===== src/rtl/polo_pkg.sv =====
// polo_pkg: shared definitions for the MARCO/POLO link.
// The reply is "POLO"; defining POLO_CRLF_EN appends CR LF to it.
// The comparator side uses the same ASCII constants.
package polo_pkg;

   typedef enum logic [1:0] {
      ST_IDLE  = 2'd0,
      ST_START = 2'd1,
      ST_DATA  = 2'd2,
      ST_STOP  = 2'd3
   } tx_state_t;

   localparam logic [7:0] ASCII_P  = 8'h50;
   localparam logic [7:0] ASCII_O  = 8'h4F;
   localparam logic [7:0] ASCII_L  = 8'h4C;
   localparam logic [7:0] ASCII_CR = 8'h0D;
   localparam logic [7:0] ASCII_LF = 8'h0A;

`ifdef POLO_CRLF_EN
   localparam int MSG_LEN = 6;
`else
   localparam int MSG_LEN = 4;
`endif

   localparam int MSG_IDX_W = $clog2(MSG_LEN);

   // Byte idx of the reply; out-of-range indices return idle-line ones.
   function automatic logic [7:0] msg_byte(input logic [MSG_IDX_W-1:0] idx);
      logic [7:0] b;
      case (int'(idx))
         0:       b = ASCII_P;
         1:       b = ASCII_O;
         2:       b = ASCII_L;
         3:       b = ASCII_O;
`ifdef POLO_CRLF_EN
         4:       b = ASCII_CR;
         5:       b = ASCII_LF;
`endif
         default: b = 8'hFF;
      endcase
      return b;
   endfunction

endpackage


===== src/rtl/polo_transmitter_uart_tx_byte.sv =====
// uart_tx_byte: baud timing and 8N1 framing of one byte.
// State table:
//   state    | meaning
//   ST_IDLE  | line high, waiting for start
//   ST_START | driving the start bit (0)
//   ST_DATA  | driving data bits, LSB first
//   ST_STOP  | driving the stop bit (1); a start in its last cycle chains the next byte
// byte_done marks the last cycle of the stop bit, so the caller can hand
// over the next byte on that same edge and get a gapless stream.
module uart_tx_byte
   import polo_pkg::*;
#(
   parameter int CLKS_PER_BIT = 10
) (
   input  logic       clk,
   input  logic       rst_n,
   input  logic       start,
   input  logic [7:0] data,
   output logic       tx,
   output logic       byte_done
);

   localparam int CNT_W = (CLKS_PER_BIT > 1) ? $clog2(CLKS_PER_BIT) : 1;
   localparam logic [CNT_W-1:0] CNT_LAST = CNT_W'(CLKS_PER_BIT - 1);

   if (CLKS_PER_BIT < 2) begin : g_bad_rate
      $error("uart_tx_byte: CLKS_PER_BIT must be at least 2");
   end

   tx_state_t        state;
   logic [CNT_W-1:0] baud_cnt;
   logic [2:0]       bit_idx;
   logic [7:0]       shift;
   logic             bit_end;

   // End of the current bit period and end of the whole frame.
   always_comb begin
      bit_end   = (baud_cnt == CNT_LAST);
      byte_done = (state == ST_STOP) && bit_end;
   end

   // Framing state machine; tx is registered straight out of here.
   always_ff @(posedge clk or negedge rst_n) begin
      if (!rst_n) begin
         state    <= ST_IDLE;
         baud_cnt <= '0;
         bit_idx  <= '0;
         shift    <= '0;
         tx       <= 1'b1;
      end else begin
         case (state)
            ST_IDLE: begin
               baud_cnt <= '0;
               if (start) begin
                  state <= ST_START;
                  shift <= data;
                  tx    <= 1'b0;
               end
            end
            ST_START: begin
               if (bit_end) begin
                  baud_cnt <= '0;
                  state    <= ST_DATA;
                  bit_idx  <= '0;
                  tx       <= shift[0];
                  shift    <= {1'b1, shift[7:1]};
               end else begin
                  baud_cnt <= baud_cnt + CNT_W'(1);
               end
            end
            ST_DATA: begin
               if (bit_end) begin
                  baud_cnt <= '0;
                  if (bit_idx == 3'd7) begin
                     state   <= ST_STOP;
                     bit_idx <= '0;
                     tx      <= 1'b1;
                  end else begin
                     bit_idx <= bit_idx + 3'd1;
                     tx      <= shift[0];
                     shift   <= {1'b1, shift[7:1]};
                  end
               end else begin
                  baud_cnt <= baud_cnt + CNT_W'(1);
               end
            end
            ST_STOP: begin
               if (bit_end) begin
                  baud_cnt <= '0;
                  if (start) begin
                     state <= ST_START;
                     shift <= data;
                     tx    <= 1'b0;
                  end else begin
                     state <= ST_IDLE;
                  end
               end else begin
                  baud_cnt <= baud_cnt + CNT_W'(1);
               end
            end
            default: begin
               state <= ST_IDLE;
               tx    <= 1'b1;
            end
         endcase
      end
   end

endmodule


===== src/rtl/polo_transmitter.sv =====
// polo_transmitter: sends the "POLO" reply on a UART line after a match pulse.
// Define POLO_CRLF_EN to append CR LF to the reply.
// Matches arriving while a reply is in flight are dropped.
module polo_transmitter
   import polo_pkg::*;
#(
   parameter int CLK_FREQ = 12_000_000,
   parameter int BAUD     = 9600
) (
   input  logic clk,
   input  logic rst_n,
   input  logic match,
   output logic tx,
   output logic busy,
   output logic done
);

   localparam int CLKS_PER_BIT = CLK_FREQ / BAUD;

   logic [MSG_IDX_W-1:0] byte_idx;
   logic [MSG_IDX_W-1:0] next_idx;
   logic                 last_byte;
   logic                 byte_start;
   logic                 byte_done;
   logic [7:0]           byte_data;

   // Pick the byte to hand over: the first one on a fresh match, else the next one.
   always_comb begin
      next_idx   = byte_idx + MSG_IDX_W'(1);
      last_byte  = (byte_idx == MSG_IDX_W'(MSG_LEN - 1));
      byte_start = (!busy && match) || (byte_done && !last_byte);
      byte_data  = busy ? msg_byte(next_idx) : msg_byte('0);
   end

   // Message sequencing with busy/done status.
   always_ff @(posedge clk or negedge rst_n) begin
      if (!rst_n) begin
         byte_idx <= '0;
         busy     <= 1'b0;
         done     <= 1'b0;
      end else begin
         done <= 1'b0;
         if (!busy && match) begin
            busy     <= 1'b1;
            byte_idx <= '0;
         end else if (byte_done) begin
            if (last_byte) begin
               busy     <= 1'b0;
               done     <= 1'b1;
               byte_idx <= '0;
            end else begin
               byte_idx <= next_idx;
            end
         end
      end
   end

   uart_tx_byte #(
      .CLKS_PER_BIT (CLKS_PER_BIT)
   ) u_tx_byte (
      .clk       (clk),
      .rst_n     (rst_n),
      .start     (byte_start),
      .data      (byte_data),
      .tx        (tx),
      .byte_done (byte_done)
   );

endmodule


===== config.mk =====
export PLATFORM = sky130hd
export DESIGN_NAME = polo_transmitter
export DESIGN_NICKNAME = d
export VERILOG_FILES = /design/src/rtl/polo_pkg.sv /design/src/rtl/polo_transmitter_uart_tx_byte.sv /design/src/rtl/polo_transmitter.sv
export SDC_FILE = /design/constraint.sdc
export NUM_CORES = 1
export LEC_CHECK = 0
export CORE_ASPECT_RATIO = 1.1
export CORE_UTILIZATION = 53
export DETAILED_ROUTE_END_ITERATION = 8
export HOLD_SLACK_MARGIN = 0.08
export PLACE_DENSITY_LB_ADDON = 0.15
export REMOVE_ABC_BUFFERS = 1
export SYNTH_ARGS = -nofsm -noshare
export SYNTH_HDL_FRONTEND = slang
export SYNTH_SLANG_ARGS = --single-unit

===== constraint.sdc =====
create_clock -name clk -period 1.89 [get_ports clk]
set_input_delay 0.189 -clock clk [delete_from_list [all_inputs] [get_ports clk]]
set_output_delay 0.189 -clock clk [all_outputs]
set_load 0.01 [all_outputs]

==> results.json, run 1 <==
{
  "r2r_cells": 5,
  "synth_top_area_share_pct": 41.5,
  "drt-vias-per-instance": 5.81,
  "clock.fmax_mhz": 518,
  "p_leak_nw": 0.976,
  "core_um2": 3050,
  "cp-start-kind": "flip-flop",
  "violations": "setup timing",
  "clkTransAtPathRegs_ns": 0.10,
  "cp_top_family": "simple AND/OR/NAND/NOR gates",
  "ir_drop_uv": 439,
  "ys_seq_elements": 29,
  "die_y_um": 61.2,
  "status": "finished with violations",
  "ys_warn_count": 0,
  "synth_cell_types": 49,
  "fin_ws_ns": -0.0411,
  "die-area_um2": 3420,
  "min_period_over_period_pct": 102,
  "synthAdderAreaFrac_pct": 8.15,
  "hpwl_um": 2670,
  "grt_max_degree": 30,
  "dr.first_iter.drc_count": 38,
  "dp.cells": 225,
  "cpPeakStageDelay_ns": 0.56,
  "drive_gt1_share_pct": 29.6,
  "layout.cells.non_filler": 240,
  "synthXorXnorAreaFrac_pct": 4.67,
  "hold_viol_final": 0,
  "p_total_mw": 1.05,
  "yosysMostFrequentCell": "dfrtp_1",
  "endpoint_kind": "flip-flop",
  "start_util_pct": 55.4,
  "clock_latency_ns": 0.34,
  "clk_path_buf_depth": 2,
  "wl_per_cell_um": 15.4,
  "yosysTopAreaCell": "dfrtp_1",
  "r2r_slack_ns": -0.04,
  "detail-route-antenna-nets": 0,
  "critPathArrivalTime_ns": 2.18,
  "synth_edf_count": 0,
  "port_buffers": 5,
  "synth_area_leaders": "dfrtp_1 (41%), ha_1 (8.1%), xor2_1 (4.1%)",
  "cts_tree": "built",
  "cap_violations": 0,
  "synth_compound_gate_area_share_pct": 17.4,
  "rsz0062_at_grt": "yes",
  "cts_root_buf": "clkbuf_4",
  "ys.flop_type": "dfrtp_1",
  "drc": 0,
  "crit_required_ns": 2.14,
  "cts-buffers-inserted": 5,
  "yosysSeqAreaShare_pct": 43.0,
  "muxShareOfSynthArea_pct": 1.93,
  "syn_inst": 164,
  "slew_headroom_pct": 74.8,
  "worstReg2RegEnd": "u_tx_byte.state[0]",
  "synth_top_family_by_area": "simple AND/OR/NAND/NOR gates",
  "worst-setup-path-type": "flip-flop to flip-flop",
  "syn2layout_area_growth_pct": 24.4,
  "synth_area_um2": 1690,
  "path_cells": "ha_4, or2b_4, or4_4, and3_4, a221oi_2",
  "antenna_found_initial": 0,
  "hold_buffers": 0,
  "overflow": 0,
  "cpMaxStageDelayCell": "or4_4",
  "h-tree-depth": 2,
  "die_x_um": 55.8,
  "worst_pin_slew_ns": 0.368,
  "power_density_nw_per_um2": 498,
  "postSynth.asyncResetShare_pct": 100,
  "fin_skew_ns": 0.0162,
  "rows": 21,
  "nets": 219,
  "grt_pass1_wl_um": 6240,
  "place_congestion": 0.904,
  "routed_wl_um": 3690,
  "finalSetupViolCount": 4,
  "period_needed_ns": 1.93,
  "crit_buf_inv": 0,
  "hold_path_class": "input pin to async pin",
  "worstPathMaxFanout": 4,
  "synthTopCellsByCount": "dfrtp_1 (28), nor2_1 (16), nand2_1 (13), ha_1 (11)",
  "grt_pass1_vias": 1423,
  "maxSlewViolCount": 0,
  "r2r-start": "u_tx_byte.state[0]",
  "cts.sinks": 29,
  "avgSynthCellArea_um2": 10.3,
  "synth-simple-area-share_pct": 20.9,
  "vias": 1395,
  "first_pass_iters": 4,
  "pin_count": 6,
  "grtUsageTotal_pct": 24.9,
  "diodes": 0
}
==> logic make-up after synthesis <==
family                     Yosys count
AOI/OAI and AO/OA                   36
buffers and inverters               13
xor gates and xnor gates             9
adders and majority gates           11
and+or+nand+nor                     63
DFF                                 29
muxes                                3
==> what timing repair did <==
item | in CTS | in global routing
setup buffers | 2 | 5
endpoints found under the setup margin | 12 | 23
gates resized for setup | 6 | 8
pin swaps | 0 | 7
==> through the flow <==
stage	area (um2)	hold WS [ns]	setup slack [ns]	utilization (%)	setup TNS, ns
after detailed placement	1940	0.501	-0.0881	63.8	-0.550
final	2100	0.219	-0.0411	68.9	-0.0707
after floorplan	1660	-0.107	-0.0935	-	-0.308
after global placement	1940	0.491	-0.0999	63.8	-0.276
after global routing	2100	0.260	-0.109	68.9	-0.704
after CTS	2040	0.227	-0.0315	66.8	-0.0315
==> final cells by class <==
| type | count | area [um2] |
|---|---|---|
| clock inverters | 2 | 10.0 |
| flip-flops and latches | 29 | 727 |
| well taps | 34 | 42.5 |
| multi-input cells | 122 | 941 |
| clock buffers | 6 | 41.3 |
| fillers | 244 | 947 |
| inverters | 9 | 33.8 |
| repair buffers | 38 | 305 |
==> state kept, by name (all words and copies together), names as in the netlist <==
signal              cells
busy                    1
byte_idx                2
done                    1
u_tx_byte.baud_cnt     11
u_tx_byte.bit_idx       3
u_tx_byte.shift         8
u_tx_byte.state         2
u_tx_byte.tx            1
==> how the worst max path moves through the flow <==
| stage | startpoint | endpoint | slack [ns] | cells past startpoint |
|---|---|---|---|---|
| 2_1_floorplan | u_tx_byte.baud_cnt[1] | u_tx_byte.state[0] | -0.09 | 6 |
| 3_3_place_gp | u_tx_byte.baud_cnt[8] | u_tx_byte.bit_idx[1] | -0.1 | 5 |
| 3_5_place_dp | u_tx_byte.baud_cnt[8] | u_tx_byte.bit_idx[1] | -0.09 | 5 |
| 4_1_cts | u_tx_byte.baud_cnt[1] | u_tx_byte.state[0] | -0.03 | 7 |
| 5_1_grt | u_tx_byte.state[0] | u_tx_byte.state[0] | -0.11 | 5 |
| 6_report | u_tx_byte.state[0] | u_tx_byte.state[0] | -0.04 | 5 |
==> worst reg2reg max path, delay by kind of cell (launching register included) <==
kind,cells,cell delay (ns)
flops,1,0.43
fa+ha+maj,1,0.16
compound gates,1,0.24
simple gates,3,1.02
==> where the power goes <==
group          switching, mW  internal (mW)
Clock                  0.225          0.141
Combinational         0.0258         0.0231
Sequential           0.00489          0.626
Total                  0.256          0.790
==> cell usage in the layout (no fill, tap or decap), types with 3 or more instances in the layout <==
cell type,count
a22o_1,4
buf_4,31
clkbuf_4,5
clkdlybuf4s50_1,5
dfrtp_1,28
ha_1,9
inv_1,9
nand2_1,13
nand3_1,6
nand4_1,4
nor2_1,16
nor3_1,3
o21ai_0,7
xor2_1,8
==> layer usage <==
layer | up-vias | routed length [um] | GRT usage, %
li1 | 678 | - | -
met1 | 688 | 1530 | 24.6
met2 | 19 | 1950 | 47.8
met3 | 10 | 95 | 7.77
met4 | 0 | 116 | 13.6
met5 | - | 0 | 0
(Power assumes the default switching activity.)
==> run 2, diff against run 1 <==
Settings changed: CAP_MARGIN set to 40.
==> results of run 2 <==
Final layout, timing and power as in run 1 (identical DEF).
==> run 3, diff against run 2 <==
Settings changed: HOLD_SLACK_MARGIN 0.08 to 0.1.
==> results of run 3 <==
Final layout, timing and power as in run 1 (identical DEF).
